**src/rtl/uart_pkg.sv**
```systemverilog
// uart_pkg: state encoding, baud table and divisor helper
// shared by the UART transmit and receive paths.
package uart_pkg;

  typedef enum logic [2:0] {
    IDLE   = 3'd0,
    START  = 3'd1,
    DATA   = 3'd2,
    PARITY = 3'd3,
    STOP   = 3'd4
  } tx_state_t;

  localparam int OVERSAMPLE = 16;

  localparam int BAUD_RATES [8] = '{
    300, 1200, 4800, 9600,
    19200, 38400, 57600, 115200
  };

  // Rounded clocks per oversample tick.
  function automatic int baud_div(
    input int         clk_freq,
    input logic [2:0] sel
  );
    int r;
    r = OVERSAMPLE * BAUD_RATES[sel];
    return (clk_freq + r / 2) / r;
  endfunction

endpackage

```
**src/rtl/uart_baud_gen.sv**
```systemverilog
// uart_baud_gen: 16x oversample tick generator,
// divisor picked from a constant table by sel.
module uart_baud_gen
  import uart_pkg::*;
#(
  parameter int CLK_FREQ = 50_000_000
) (
  input  logic       clk,
  input  logic       reset,
  input  logic       clear,
  input  logic [2:0] sel,
  output logic       tick
);

  localparam int DIV [8] = '{
    baud_div(CLK_FREQ, 3'd0), baud_div(CLK_FREQ, 3'd1),
    baud_div(CLK_FREQ, 3'd2), baud_div(CLK_FREQ, 3'd3),
    baud_div(CLK_FREQ, 3'd4), baud_div(CLK_FREQ, 3'd5),
    baud_div(CLK_FREQ, 3'd6), baud_div(CLK_FREQ, 3'd7)
  };

  localparam int CW = $clog2(DIV[0] + 1);

  logic [CW-1:0] cnt;
  logic [CW-1:0] top;

  // Table lookup only; no divider in hardware.
  always_comb begin
    top = CW'(DIV[sel] - 1);
  end

  assign tick = (cnt == top);

  // Count 0..divisor-1, restart on clear or wrap.
  always_ff @(posedge clk or negedge reset) begin
    if (!reset)
      cnt <= '0;
    else if (clear || tick)
      cnt <= '0;
    else
      cnt <= cnt + 1'b1;
  end

endmodule

```
**src/rtl/uart_tx_control.sv**
```systemverilog
// uart_tx_control: byte-to-frame serialiser, 16x tick timing.
// Optional even parity bit: define UART_TX_PARITY_EN.
module uart_tx_control
  import uart_pkg::*;
#(
  parameter int CLK_FREQ = 50_000_000
) (
  input  logic       clk,
  input  logic       reset,
  input  logic       Tx_EN,
  input  logic       Tx_WR,
  input  logic [7:0] Tx_DATA,
  input  logic [2:0] baud_select,
  output logic       TxD,
  output logic       Tx_BUSY
);

  tx_state_t  state;
  logic [7:0] shift;
  logic [2:0] sel_q;
  logic [2:0] bit_cnt;
  logic [3:0] os_cnt;
  logic       tick;
  logic       accept;
  logic       bit_end;
`ifdef UART_TX_PARITY_EN
  logic       par;
`endif

  assign accept  = Tx_WR && Tx_EN && (state == IDLE);
  assign bit_end = tick && (os_cnt == 4'(OVERSAMPLE - 1));

  uart_baud_gen #(
    .CLK_FREQ (CLK_FREQ)
  ) u_baud (
    .clk   (clk),
    .reset (reset),
    .clear (accept),
    .sel   (sel_q),
    .tick  (tick)
  );

  // Frame sequencer with registered line and busy outputs.
  always_ff @(posedge clk or negedge reset) begin
    if (!reset) begin
      state   <= IDLE;
      TxD     <= 1'b1;
      Tx_BUSY <= 1'b0;
      shift   <= '0;
      sel_q   <= '0;
      bit_cnt <= '0;
      os_cnt  <= '0;
`ifdef UART_TX_PARITY_EN
      par     <= 1'b0;
`endif
    end else begin
      if (accept)
        os_cnt <= '0;
      else if (tick)
        os_cnt <= os_cnt + 1'b1;
      unique case (state)
        IDLE: begin
          if (accept) begin
            shift   <= Tx_DATA;
            sel_q   <= baud_select;
            state   <= START;
            TxD     <= 1'b0;
            Tx_BUSY <= 1'b1;
`ifdef UART_TX_PARITY_EN
            par     <= ^Tx_DATA;
`endif
          end
        end
        START: begin
          if (bit_end) begin
            state   <= DATA;
            TxD     <= shift[0];
            bit_cnt <= '0;
          end
        end
        DATA: begin
          if (bit_end) begin
            shift   <= shift >> 1;
            bit_cnt <= bit_cnt + 1'b1;
            if (bit_cnt == 3'd7) begin
`ifdef UART_TX_PARITY_EN
              state <= PARITY;
              TxD   <= par;
`else
              state <= STOP;
              TxD   <= 1'b1;
`endif
            end else begin
              TxD <= shift[1];
            end
          end
        end
        PARITY: begin
          if (bit_end) begin
            state <= STOP;
            TxD   <= 1'b1;
          end
        end
        STOP: begin
          if (bit_end) begin
            state   <= IDLE;
            Tx_BUSY <= 1'b0;
          end
        end
        default: begin
          state   <= IDLE;
          TxD     <= 1'b1;
          Tx_BUSY <= 1'b0;
        end
      endcase
    end
  end

endmodule

```
**config.mk**
```make
export PLATFORM = sky130hd
export DESIGN_NAME = uart_tx_control
export DESIGN_NICKNAME = d
export VERILOG_FILES = /design/src/rtl/uart_pkg.sv /design/src/rtl/uart_baud_gen.sv /design/src/rtl/uart_tx_control.sv
export SDC_FILE = /design/constraint.sdc
export NUM_CORES = 1
export LEC_CHECK = 0
export BUFFER_PORTS_ARGS = -buffer_cell sky130_fd_sc_hd__buf_4
export CORE_MARGIN = 8
export CORE_UTILIZATION = 65
export DETAILED_ROUTE_END_ITERATION = 12
export GPL_TIMING_DRIVEN = 0
export PLACE_DENSITY = 0.85
export SYNTH_ARGS = -nofsm -noshare
export SYNTH_HDL_FRONTEND = slang
export SYNTH_SLANG_ARGS = --single-unit
```
**constraint.sdc**
```tcl
create_clock -name clk -period 6.65 [get_ports clk]
set_clock_uncertainty 0.05 [all_clocks]
set_input_delay 0.9975 -clock clk [delete_from_list [all_inputs] [get_ports clk]]
set_output_delay 0.9975 -clock clk [all_outputs]
set_load 0.02 [all_outputs]
```
## Yosys cells after proc, flatten, opt, wreduce, memory -nomap -nowiden

Memories as Yosys holds them, arrays and structs flattened.
Index checks and enable logic that the tools add are counted.

- Flip-flop bits (word level): 37
- ROM bits: 256
- Memories kept: 1

Memories:

| name | depth | width | read ports | clocked after memory_dff | write ports | line | RTL |
|---|---|---|---|---|---|---|---|
| (no name shown) | 8 | 32 | 1 | 0 | 0 | uart_baud_gen.sv:29 | `top = CW'(DIV[sel] - 1);` |

- Add/subtract/negate cells: 4
- Magnitude comparators: 1
- Equality and inequality tests: 13
- Muxes and demuxes: 26
- Bitwise logic cells: 3
- Reductions and logical operators: 15

Operators by type and width:

| operator | count |
|---|---|
| $mux W14 | 3 |
| $mux W3 | 7 |
| $mux W8 | 2 |
| $pmux W8 S2 | 1 |
| $pmux W3 S5 | 1 |
| $add A14 B1 Y14 const B | 1 |
| $eq A14 B14 Y1 | 1 |
| $sub A14 B2 Y14 const B | 1 |
| $ne A2 B2 Y1 const B | 5 |
| $reduce_and A3 Y1 | 3 |
| $mux W4 | 2 |
| $mux W1 | 7 |
| $eq A3 B2 Y1 const B | 2 |
| $eq A3 B3 Y1 const B | 2 |
| $pmux W3 S2 | 1 |
| $reduce_and A6 Y1 | 1 |
| $reduce_bool A2 Y1 | 3 |
| $pmux W1 S5 | 1 |
| $reduce_and A5 Y1 | 1 |
| $add A4 B1 Y4 const B | 1 |
| $eq A4 B4 Y1 const B | 1 |
| $ge A4 B4 Y1 const B | 1 |
| $not A3 Y4 | 1 |
| $add A3 B1 Y3 const B | 1 |
| 9 further kinds | 12 |

## Logic depth before layout (Yosys ltp)

- Depth after elaboration: 9
- Depth in mapped cells: 15

## Hierarchy

From an unflattened synthesis, not the netlist that was laid out.

- Cells, all modules: 283
- Area, all modules: 2803.9 um^2

By module, submodules not included:

| module | instances | cells an instance | area each (um^2) |
|---|---|---|---|
| uart_baud_gen | 1 | 172 | 1524.0 |
| uart_tx_control | 1 | 111 | 1280.0 |

## Least setup slack after synthesis

No wires, ideal clock.

- Path kind: register to register
- From: reg sel_q[0]
- To: reg bit_cnt[0]
- Library setup time: 0.069 ns
- Arrival: 3.213 ns
- Data required time: 6.531 ns
- Slack: 3.319 ns
- Stages on the path, launching flop included: 15
- Clock period less this slack: 3.331 ns
- Path through: dfrtp_1 -> inv_1 -> ha_1 -> nand2_1 -> o21ai_1 -> ha_1 -> xor2_1 -> xnor2_1 -> nor2_1 -> nand4b_1 -> or4_4 -> or4_1 -> clkbuf_1 -> or4_1 -> nand3_1

- Longest elaborated chain between the ends: 9

Ends and longest elaborated chain:

| what | line | RTL |
|---|---|---|
| from (decl) | uart_tx_control.sv:20 | `logic [2:0] sel_q;` |
| from (signal assigned) | uart_tx_control.sv:65 | `sel_q <= baud_select;` |
| $not A3 Y4 (not written as such) (*) | uart_baud_gen.sv:29 |  |
| $mem_v2 Z8 W32 (*) | n/a |  |
| $mux W14 (not written as such) (*) (2 in a row) | uart_baud_gen.sv:29 |  |
| $sub A14 B2 Y14 (*) | uart_baud_gen.sv:29 |  |
| $eq A14 B14 Y1 (*) | uart_baud_gen.sv:32 | `assign tick = (cnt == top);` |
| $logic_and A1 B1 Y1 (*) | uart_tx_control.sv:31 | `assign bit_end = tick && (os_cnt == 4'(OVERSAMPLE - 1));` |
| $ne A2 B2 Y1 (no source line) | n/a |  |
| $reduce_and A3 Y1 (no source line) (*) | n/a |  |
| to (signal assigned) | uart_tx_control.sv:84 | `bit_cnt <= bit_cnt + 1'b1;` |
| to (decl) | uart_tx_control.sv:21 | `logic [2:0] bit_cnt;` |

Every way passes the cells marked *; elsewhere a longest branch is shown, timed or not. The select of a mux whose other input is x is not followed.
A chain may end at the register's enable or synchronous reset.

## Worst setup path in the final report

- From: reg sel_q[0]
- To: reg u_baud.cnt[10]

- Longest elaborated chain between the ends: 8

Ends and longest elaborated chain:

| what | line | RTL |
|---|---|---|
| $not A3 Y4 (not written as such) | uart_baud_gen.sv:29 |  |
| $mem_v2 Z8 W32 | n/a |  |
| $mux W14 (not written as such) (2 in a row) | uart_baud_gen.sv:29 |  |
| $sub A14 B2 Y14 | uart_baud_gen.sv:29 |  |
| $eq A14 B14 Y1 | uart_baud_gen.sv:32 |  |
| $logic_or A1 B1 Y1 | uart_baud_gen.sv:38 | `else if (clear \|\| tick)` |
| $mux W14 | uart_baud_gen.sv:38 |  |
| to (signal assigned) | uart_baud_gen.sv:41 | `cnt <= cnt + 1'b1;` |
| to (decl) | uart_baud_gen.sv:24 | `logic [CW-1:0] cnt;` |

Every way passes these cells. The select of a mux whose other input is x is not followed.

==> results.txt <==
post-DR vias/cell: 5.73
register area share after synthesis: 39.0%
WHS: 0.468 ns
H-tree levels: 2
Initial Util: 66.4%
# DRC: 0
cells on worst reg2reg path: 15
Reg clk slew, reported paths: 0.12 ns
fmax: 0.251 GHz
RSZ-0062 raised after global routing: no
Worst-Skew Late Latency: 0.35 ns
biggest area consumer among synthesized cells: dfrtp_1
worst-margin pin slew: 0.787 ns
nets: 305
TritonCTS clock tree: built
Post-Synth Adder-Cell Area: 6.32%
critical path endpoint: u_baud.cnt[10]$_DFF_PN0_
first-pass GRT wire length: 8.33 mm
Critical Path Start Type: flip-flop
largest net degree at the start of global routing: 38
Lkg Pwr: 1.18 nW
Worst Setup End Kind: flip-flop
worst endpoint data arrival time: 4.16 ns
most common cell in the netlist: nor2_1
initial antenna violation count: 0
FP Rows: 22
I/O pin count: 17
Synth top area share: 37.9%
area delta synth->final: 10.7%
hpwl dp: 3.63 mm
Synth warnings: 0
number of flops mapped to enable cells by yosys: 0
peak supply drop: 0.188 mV
ant diodes: 0
combinational family with the most area after synthesis: simple AND/OR/NAND/NOR gates
Layout fillers: 277
area of the core: 3580 um^2
GRT Resource Usage Total: 17.1%
WS Path Type: reg2reg
post-CTS setup buffer count: 0
Post-DRT Antenna Nets: 0
status: finished, final reports clean
vias in the first global route: 1874
mapped cell area: 2380 um^2
R2R Path End: u_baud.cnt[10]$_DFF_PN0_
Sink Count: 37
PostCTS Resize Cnt: 0
DRT iter0 DRCs: 114
Final TNS setup: 0 ns
synth top area cells: dfrtp_1 38%, mux2_2 8.5%, ha_1 6.3%, nor2_1 5.8%, xnor2_1 5.5%
Post-Syn Instances: 255
Synth Area in Compound Gates: 8.00%
ys flop type: dfrtp_1
worst setup path start: sel_q[0]$_DFFE_PN0P_
setup slack, reg-to-reg: 2.67 ns
final number of hold-violating endpoints: 0
# setup viols final: 0
PortBufs: 16
Synth Area in XOR/XNOR: 9.95%
root buf cell: clkbuf_4
hold-fix buffers at CTS: 0
Inserted Clock Buffers: 5
Final Cycle Share: 59.8%
Die X: 76.5 um
number of iterations in the first detailed-routing pass: 4
Required @ worst endpoint: 6.83 ns
WL per Instance: 15.0 um
mux share of post-synthesis cell area: 11.1%
Post-Route WL: 4.89 mm
Vias: 1875
Pwr Density: 345 nW/um^2
total of max-cap violations: 0
min-delay src: shift[3]$_DFFE_PN0P_
share of layout cells above drive strength 1: 18.6%
Avg Cell Area, Syn: 9.32 um^2
Max Slew Vio Count: 0
maximum clock path buffer count: 2
crit path max fanout: 10
gr ovfl total: 0
Final min period: 3.98 ns
slowest stage cell, crit path: nor3_1
Worst Hold Class: reg2reg
Post-Synth Simple-Gate Area: 22.0%
Yosys reg bits: 37
unique cell type count in the Yosys netlist: 45
syn nets: 282
die area: 5850 um^2
GPL Wtd Cong: 0.876
RR Startpoint: sel_q[0]$_DFFE_PN0P_
die height: 76.5 um
ys async rst share: 100%
CP cell instances: inv_1 > ha_1 > nand2_1 > o21ai_1 > ha_1 > xor2_1 > xnor2_1 > nor2_1 > nand4b_1 > or4_4 > nor3_1 > or2_2 > buf_2 > buf_2 > nor2_1
Worst path max stage delay: 0.62 ns
max_slew headroom: 47.2%
top cells by count, synth: 37 x nor2_1, 36 x dfrtp_1, 22 x nand2_1
[where the power goes]
group	switching, W	leakage (nW)	internal, W
Clock	0.0000800	0.0419	0.0000633
Combinational	0.000228	0.672	0.000206
Sequential	0.0000540	0.471	0.000276
[cells by family (layout without fill, tap and decap cells)]
kind of cell,count (synthesis),count (layout)
and+or+nand+nor,106,106
DFF,37,37
AOI/OAI and AO/OA,29,29
xor gates and xnor gates,27,27
muxes,24,24
buffers and inverters,20,44
adders and majority gates,12,12
[how the worst min path moves through the flow]
stage | slack (ns) | to | cells past startpoint
after floorplan | 0.41 | shift[7]$_DFFE_PN0P_ | 1
after global placement | 0.43 | shift[7]$_DFFE_PN0P_ | 1
after detailed placement | 0.44 | shift[2]$_DFFE_PN0P_ | 1
after CTS | 0.47 | shift[2]$_DFFE_PN0P_ | 1
after global routing | 0.48 | shift[2]$_DFFE_PN0P_ | 1
final | 0.47 | shift[3]$_DFFE_PN0P_ | 1
[per-layer routing]
metal,up-vias,part of all wire (%),global-route usage [%],wire (um)
met5,-,0,0,0
met2,54,49,28.9,2400
met4,0,1.9,7.50,91
li1,925,-,-,-
met1,885,44,20.3,2160
met3,11,5.0,3.89,244
[registers in the layout, summed over array words and instances, names as in the netlist]
name,count
TxD,1
Tx_BUSY,1
bit_cnt,3
os_cnt,4
sel_q,3
shift,8
state,3
u_baud.cnt,14
[cells in the final DEF (no fill, tap or decap), types with 5 or more instances in the layout]
cell      synthesis  final
nor2_1           37     37
dfrtp_1          36     36
nand2_1          22     22
mux2_2           18     18
buf_4             0     16
xnor2_1          15     15
nand3_1          12     12
xor2_1           12     12
ha_1             12     12
inv_1             9      9
nor3_1            7      7
clkbuf_1          6      6
mux2i_1           6      6
o21ai_0           5      5
clkbuf_4          0      5
[through the flow]
stage                     cell area [um^2]  worst slack [ns]  total power, W  instances  utilization [%]
final                                 2630              2.67        0.000908        327             73.5
after global routing                  2630              2.38        0.000971        327             73.5
after CTS                             2630              2.69        0.000907        327             73.5
after detailed placement              2560              2.74        0.000764        319             71.5
after global placement                2560              2.87        0.000747        319             71.5
after floorplan                       2380              3.32        0.000670        255                -
[critical path: cells and delay by family (launching register included)]
family / cells / cell delay [ns]
flops: 1 / 0.53
fa+ha+maj: 2 / 0.56
compound gates: 1 / 0.10
xor+xnor: 2 / 0.33
simple gates: 7 / 1.71
buf+inv: 3 / 0.58
[final cells by class]
class / instances / area (um^2) / area share, %
clock buffers: 7 / 65.1 / 2.47
repair buffers: 16 / 120 / 4.56
multi-input cells: 198 / 1360 / 51.8
flip-flops and latches: 37 / 927 / 35.2
plain buffers: 11 / 53.8 / 2.04
clock inverters: 1 / 8.76 / 0.333
inverters: 9 / 33.8 / 1.28
well taps: 48 / 60.1 / 2.28
No activity file was read; power rests on OpenSTA's default activity.
